--- src/rtl/program_sequencer.sv ---
// Program sequencer: holds a small instruction program and paces the processor datapath
// through it with TICK strobes, either free-running off a divider or single-stepped.
module program_sequencer #(
    parameter int unsigned DEPTH    = 16,
    parameter int unsigned ADDR_W   = 4,
    parameter int unsigned STEP_DIV = 25_000_000
) (
    input  logic              CLK50M,
    input  logic              CLR,
    input  logic              LOAD,
    input  logic [9:0]        D,
    input  logic              RUN,
    input  logic              STEP,
    input  logic              DONE,
    output logic              TICK,
    output logic [9:0]        IR_OUT,
    output logic              INST_VALID,
    output logic [ADDR_W-1:0] PC,
    output logic [ADDR_W:0]   LEN,
    output logic              FULL,
    output logic              HALTED,
    output logic              ERR
);

    localparam int unsigned INST_W = 10;
    localparam int unsigned DIV_W  = (STEP_DIV > 2) ? $clog2(STEP_DIV) : 1;
    localparam int unsigned STEP_W = 3;

    localparam logic [ADDR_W:0]   DEPTH_L    = (ADDR_W+1)'(DEPTH);
    localparam logic [DIV_W-1:0]  DIV_LAST   = DIV_W'(STEP_DIV - 1);
    localparam logic [STEP_W-1:0] WDOG_LIMIT = STEP_W'(4);

    typedef enum logic [1:0] {
        S_IDLE,
        S_ISSUE,
        S_EXEC,
        S_HALT
    } state_e;

    state_e              state_q, state_d;
    logic [DIV_W-1:0]    div_q, div_d;
    logic [STEP_W-1:0]   step_cnt_q, step_cnt_d;
    logic                issue_first_q, issue_first_d;
    logic                tick_q, tick_d;
    logic [INST_W-1:0]   ir_q, ir_d;
    logic                inst_valid_q, inst_valid_d;
    logic [ADDR_W-1:0]   pc_q, pc_d;
    logic [ADDR_W:0]     len_q, len_d;
    logic                full_q, full_d;
    logic                halted_q, halted_d;
    logic                err_q, err_d;

    logic                trigger_c;
    logic                last_inst_c;
    logic                mem_we_c;

    logic [INST_W-1:0]   mem [DEPTH];

    // Program memory: written only while loading, never cleared by reset.
    always_ff @(posedge CLK50M) begin
        if (mem_we_c) begin
            mem[len_q[ADDR_W-1:0]] <= D;
        end
    end

    // Next-state, timestep pacing and output computation.
    always_comb begin
        state_d     = state_q;
        div_d       = div_q;
        step_cnt_d  = step_cnt_q;
        tick_d      = 1'b0;
        ir_d        = ir_q;
        pc_d        = pc_q;
        len_d       = len_q;
        err_d       = err_q;
        mem_we_c    = 1'b0;

        trigger_c   = RUN ? (div_q == DIV_LAST) : STEP;
        last_inst_c = ({1'b0, pc_q} == (len_q - (ADDR_W+1)'(1)));

        // Divider holds at zero through the first ISSUE cycle, so the boundary gap is one longer.
        if (!RUN || issue_first_q || (div_q == DIV_LAST)) begin
            div_d = '0;
        end else begin
            div_d = div_q + DIV_W'(1);
        end

        case (state_q)
            S_IDLE: begin
                pc_d = '0;
                if (LOAD) begin
                    if (len_q < DEPTH_L) begin
                        mem_we_c = 1'b1;
                        len_d    = len_q + (ADDR_W+1)'(1);
                    end
                end else if (trigger_c && (len_q != '0)) begin
                    state_d = S_ISSUE;
                end
            end
            S_ISSUE: begin
                ir_d       = mem[pc_q];
                step_cnt_d = '0;
                if (trigger_c) begin
                    tick_d     = 1'b1;
                    step_cnt_d = STEP_W'(1);
                    state_d    = S_EXEC;
                end
            end
            S_EXEC: begin
                if (trigger_c) begin
                    tick_d     = 1'b1;
                    step_cnt_d = step_cnt_q + STEP_W'(1);
                    if (DONE) begin
                        if (last_inst_c) begin
                            state_d = S_HALT;
                        end else begin
                            pc_d    = pc_q + ADDR_W'(1);
                            state_d = S_ISSUE;
                        end
                    end else if (step_cnt_d == WDOG_LIMIT) begin
                        err_d   = 1'b1;
                        state_d = S_HALT;
                    end
                end
            end
            S_HALT: begin
                if (!RUN && STEP) begin
                    state_d = S_IDLE;
                    pc_d    = '0;
                    err_d   = 1'b0;
                end
            end
            default: begin
                state_d = S_IDLE;
            end
        endcase

        issue_first_d = (state_d == S_ISSUE) && (state_q != S_ISSUE);
        inst_valid_d  = (state_q == S_ISSUE) || (state_q == S_EXEC);
        halted_d      = (state_d == S_HALT);
        full_d        = (len_d == DEPTH_L);
    end

    // State and registered outputs.
    always_ff @(posedge CLK50M or posedge CLR) begin
        if (CLR) begin
            state_q       <= S_IDLE;
            div_q         <= '0;
            step_cnt_q    <= '0;
            issue_first_q <= 1'b0;
            tick_q        <= 1'b0;
            ir_q          <= '0;
            inst_valid_q  <= 1'b0;
            pc_q          <= '0;
            len_q         <= '0;
            full_q        <= 1'b0;
            halted_q      <= 1'b0;
            err_q         <= 1'b0;
        end else begin
            state_q       <= state_d;
            div_q         <= div_d;
            step_cnt_q    <= step_cnt_d;
            issue_first_q <= issue_first_d;
            tick_q        <= tick_d;
            ir_q          <= ir_d;
            inst_valid_q  <= inst_valid_d;
            pc_q          <= pc_d;
            len_q         <= len_d;
            full_q        <= full_d;
            halted_q      <= halted_d;
            err_q         <= err_d;
        end
    end

    assign TICK       = tick_q;
    assign IR_OUT     = ir_q;
    assign INST_VALID = inst_valid_q;
    assign PC         = pc_q;
    assign LEN        = len_q;
    assign FULL       = full_q;
    assign HALTED     = halted_q;
    assign ERR        = err_q;

endmodule

--- config.mk ---
export PLATFORM = sky130hd
export DESIGN_NAME = program_sequencer
export DESIGN_NICKNAME = d
export VERILOG_FILES = /design/src/rtl/program_sequencer.sv
export SDC_FILE = /design/constraint.sdc
export NUM_CORES = 1
export LEC_CHECK = 0
export CORE_UTILIZATION = 35
export CTS_CLUSTER_SIZE = 10
export DETAILED_ROUTE_END_ITERATION = 6
export GPL_TIMING_DRIVEN = 0
export PLACE_DENSITY = 0.47
export RECOVER_POWER = 100
export SYNTH_ARGS = -nofsm -noshare
export SYNTH_HDL_FRONTEND = slang
export SYNTH_SLANG_ARGS = --single-unit
export TNS_END_PERCENT = 20
--- constraint.sdc ---
create_clock -name CLK50M -period 2.8 [get_ports CLK50M]
set_input_delay 0.56 -clock CLK50M [delete_from_list [all_inputs] [get_ports CLK50M]]
set_output_delay 0.56 -clock CLK50M [all_outputs]
set_load 0.03 [all_outputs]
[After elaboration in Yosys (flattened, before gate mapping)]
Memories as Yosys holds them, arrays and structs flattened. A register that Yosys moved wholly into a read port is not among the register bits.
Cells that the tools add are included.
Cells by class
  $add $sub $neg: 5
  magnitude comparators: 1
  equality and inequality tests: 16
  muxes and demuxes: 34
  reductions and logical operators: 16
Operator list (number)
  $add 25x1->25 const B: 1
  $eq 25x25->1 const B: 1
  $mux 25: 1
  $mux 2: 8
  $mux 4: 4
  $mux 5: 3
  $mux 1: 13
  $ne 2x2->1 const B: 6
  $pmux 4 s3: 1
  $reduce_and 5->1: 2
  $pmux 2 s4: 1
  $eq 2x2->1 const B: 3
  $pmux 3 s2: 1
  $add 5x1->5 const B: 1
  $eq 4x5->1: 1
  $eq 5x5->1 const B: 1
  $lt 5x5->1 const B: 1
  $reduce_bool 5->1: 1
  $sub 5x1->5 const B: 1
  $add 4x1->4 const B: 1
  $eq 2x1->1 const B: 2
  $reduce_bool 2->1: 2
  $add 3x1->3 const B: 1
  $eq 3x3->1 const B: 1
  10 further kinds: 14
Storage, ports and cells
  bits in registers: 45
  bits in writable memories: 160
  input port bits: 16
  output and inout bits: 24
  logic and storage cells: 84
  memories: 1
Memory list
  mem: words 16, width 10, read ports 1, clocked after memory_dff 1, write ports 1, line 57  | logic [INST_W-1:0] mem [DEPTH];

[Depth between registers and ports, before layout]
  depth in word-level cells: 8
  gate-level depth with buffers: 9
  gate-level depth less buffers: 8

[Least setup slack after synthesis]
No wires, ideal clock.
  path kind: register to register
  start: register len_q[0] (netlist: LEN[0])
  end: register pc_q[3] (netlist: PC[3])
  library setup time: 127 ps
  data arrival time: 2496 ps
  slack: 177 ps
  cell stages (with the launch flop): 10
  clock period less this slack: 2623 ps
  cell sequence: dfrtp_1 > inv_1 > ha_1 > buf_2 > and3b_1 > o32ai_2 > o41ai_4 > nor4_4 > nand4_1 > mux2_1
On the way
  longest elaborated chain between the ends: 4
RTL lines
  start, declared: line 48  | logic [ADDR_W:0] len_q, len_d;
  start signal, assigned: line 168  | len_q <= len_d;
  $sub 5x1->5: line 79  | last_inst_c = ({1'b0, pc_q} == (len_q - (ADDR_W+1)'(1)));
  $eq 4x5->1: line 79
  $ne 2x2->1 (no line)
  $reduce_and 5->1 (no line)
  end signal, assigned: line 167  | pc_q <= pc_d;
  end, declared: line 47  | logic [ADDR_W-1:0] pc_q, pc_d;
No other way between the ends.
A chain may end at the register's enable or synchronous reset.

==> flow_summary.ini <==
[global_route]
gr-total-overflow = 0
grt_pass1_wl_mm = 30.0
grt_pass1_vias = 5023
grtUsageTotal_pct = 15.4
antenna_found_initial = 0
grt_max_degree = 37

[route]
drtAntennaViolNets = 0
via_per_inst = 5.02
dr_wl_met3_um = 662
wl_met1_mm = 8.53
dr.pass1.iters = 4
routed.top_layer = met4
vias = 4710
drt-initial-drc-count = 346
drcViolationCount = 0
wl_per_cell_um = 20.6
wl_mm = 19.4
met2_length_mm = 9.85

[clocking]
clockRootBuffer = clkbuf_16
cts_tree = yes
clk_pin_slew_ps = 60
cts.sinks = 215
htree_levels = 1
clk_latency_ps = 530
cts_hold_buf = 0
numCtsBuffers = 27
cts_max_path_buffers = 3

[final_layout]
layout-drive-gt1-share_pct = 20.4
final_net_count = 616
finalInstanceArea_sq_um = 10700
n_antenna_cell = 0
syn_to_final_growth_pct = 18.1

[synthesis]
syn_nets = 546
postSynthAreaPerCell_sq_um = 17.5
ys_seq_area_share_pct = 68.4
synthCells = 517
postSynth.asyncResetShare_pct = 25.6
synth_area_sq_um = 9030
ys_warn_count = 0
yosys_register_bits = 215
synth_top_flop_cell = edfxtp_1
ys_types = 51
synth_edf_count = 160

[power]
power_per_cell_area_nw_per_um2 = 797
fin_total_pwr_mw = 8.50
comb_power_share_pct = 19.4
p_switching_mw = 2.23
vdd_drop_max_v = 0.000466
pwr-share-clk_pct = 37.8
intPower_mw = 6.27
power_leakage_nw = 3.70
p_seq_share_pct = 42.8
p_sw_share_pct = 26.2

[sta]
final_hold_viol_count = 0
finalSetupViolCount = 0
slew_viol_final = 0
max_freq_mhz = 383
skew_ps = 14.5
rsz0062_at_grt = no
relSlewSlack_pct = 37.8
fin_crit_ps = 2610
finalCritPeriodShare_pct = 93.3
tightest_slew_ps = 933

[floorplanning]
dieHeight_um = 163
die_area_sq_um = 26500
io_pins = 40
die_w_um = 163
core_area_sq_um = 25300
rows = 58
initial_core_util_pct = 35.8

[critical_path]
critPathKind = flop to flop
cp-start-kind = flop
crit_arrival_ps = 3030
cp_max_fo = 10
crit_path_end_kind = flop
cp_data_required_time_ps = 3220

[place]
gp_congestion = 0.786
placed_area_sq_um = 9860
io_buffers = 39
dp_hpwl_mm = 13.0

[run]
cap_violations = 0

[outcome]
status = complete, no violations

[hold_path]
hold_path_class = flop to flop
==> synthesized netlist by cell type (all sizes together), types with 8 or more instances <==
cell    number  area share, %
nand2       16           0.69
inv         12           0.50
nand4       10           0.76
and2        17            1.2
xnor2       18            1.7
xor2        15            1.5
nand3       10           0.55
o21ai        9           0.50
and3         8           0.55
mux4        50             12
mux2        12            1.5
dfrtp       55             15
ha          13            1.8
buf         13           0.75
edfxtp     160             53
clkbuf      10           0.42
nor2        39            1.6
==> kinds of logic (layout without fill, tap and decap cells) <==
group | count (synthesis) | in the layout | synth area share [%]
compound gates | 28 | 28 | 2.66
xor+xnor | 33 | 33 | 3.20
fa+ha+maj | 13 | 13 | 1.80
buf+inv | 35 | 126 | 1.66
flops | 215 | 215 | 68.4
mux | 62 | 62 | 14.0
simple gates | 131 | 131 | 8.31
==> power groups by stage <==
stage / clock, mW / combinational, mW / sequential, mW
floorplan: 0 / 0.973 / 3.88
global placement: 0 / 1.71 / 3.70
detailed placement: 0 / 1.72 / 3.71
CTS: 3.32 / 1.73 / 3.65
global route: 3.43 / 1.81 / 3.66
finish: 3.21 / 1.65 / 3.64
==> registers in the layout (all words and copies together), names as in the netlist <==
signal,cells
PC,4
TICK,1
INST_VALID,1
mem,160
step_cnt_q,3
HALTED,1
FULL,1
IR_OUT,10
issue_first_q,1
LEN,5
state_q,2
div_q,25
ERR,1
==> final cells by class <==
class / instances / area, sq um
Buffer: 23 / 105
Clock buffer: 44 / 759
Tap cell: 330 / 413
Timing Repair Buffer: 41 / 403
Inverter: 12 / 45.0
Fill cell: 2259 / 14600
Clock inverter: 6 / 70.1
Sequential cell: 215 / 6180
Multi-Input combinational cell: 267 / 2700
==> cell usage in the layout, fill, tap and decap left out, types with 10 or more instances in the layout <==
cell / count
clkbuf_16: 27
nor2_1: 38
nand3_1: 10
edfxtp_1: 160
xnor2_1: 18
mux2_2: 11
ha_1: 13
dlygate4sd3_1: 35
inv_1: 12
xor2_1: 15
clkbuf_1: 25
buf_2: 11
dfrtp_1: 55
and2_1: 14
nand2_1: 15
mux4_2: 50
==> worst max-delay path, cell delays in order (launching register included) <==
cell	delay, ps
dfrtp_1	390
clkbuf_2	240
clkbuf_1	620
mux4_2	440
mux4_2	520
mux2_2	290
==> layer usage <==
| metal | up-vias | GRT usage [%] |
|---|---|---|
| met4 | 0 | 3.48 |
| met5 | - | 0 |
| met1 | 2461 | 20.3 |
| li1 | 2143 | - |
| met2 | 80 | 26.6 |
| met3 | 26 | 2.62 |
==> final timing paths <==
path | startpoint | endpoint | slack (ps) | cells after the start
max in group asynchronous | CLR | IR_OUT[9] | 760 | 3
hold / removal | div_q[0] | div_q[0] | 460 | 1
hold reg to reg | div_q[0] | div_q[0] | 460 | 1
setup / recovery | PC[1] | IR_OUT[3] | 190 | 5
setup reg to reg | PC[1] | IR_OUT[3] | 190 | 5
min in group asynchronous | CLR | state_q[0] | 630 | 2
==> through the flow <==
step / hold slack, ps / setup TNS [ps] / std cells / util [%] / setup slack (ps)
after global placement: 442 / -20020 / 886 / 39.0 / -179
after detailed placement: 453 / -12780 / 887 / 39.0 / -188
after global routing: 470 / 0 / 938 / 42.3 / 0.724
after CTS: 370 / 0 / 937 / 42.3 / 91.3
final: 456 / 0 / 938 / 42.3 / 189
after floorplan: 424 / 0 / 517 / - / 177
==> timing repair <==
item / 4_1_cts / 5_1_grt
setup buffers: 0 / 1
endpoints found under the setup margin: 0 / 27
resized for setup: 0 / 1
endpoints found under the hold margin: 0 / 0
Power figures use the tool's default switching activity.
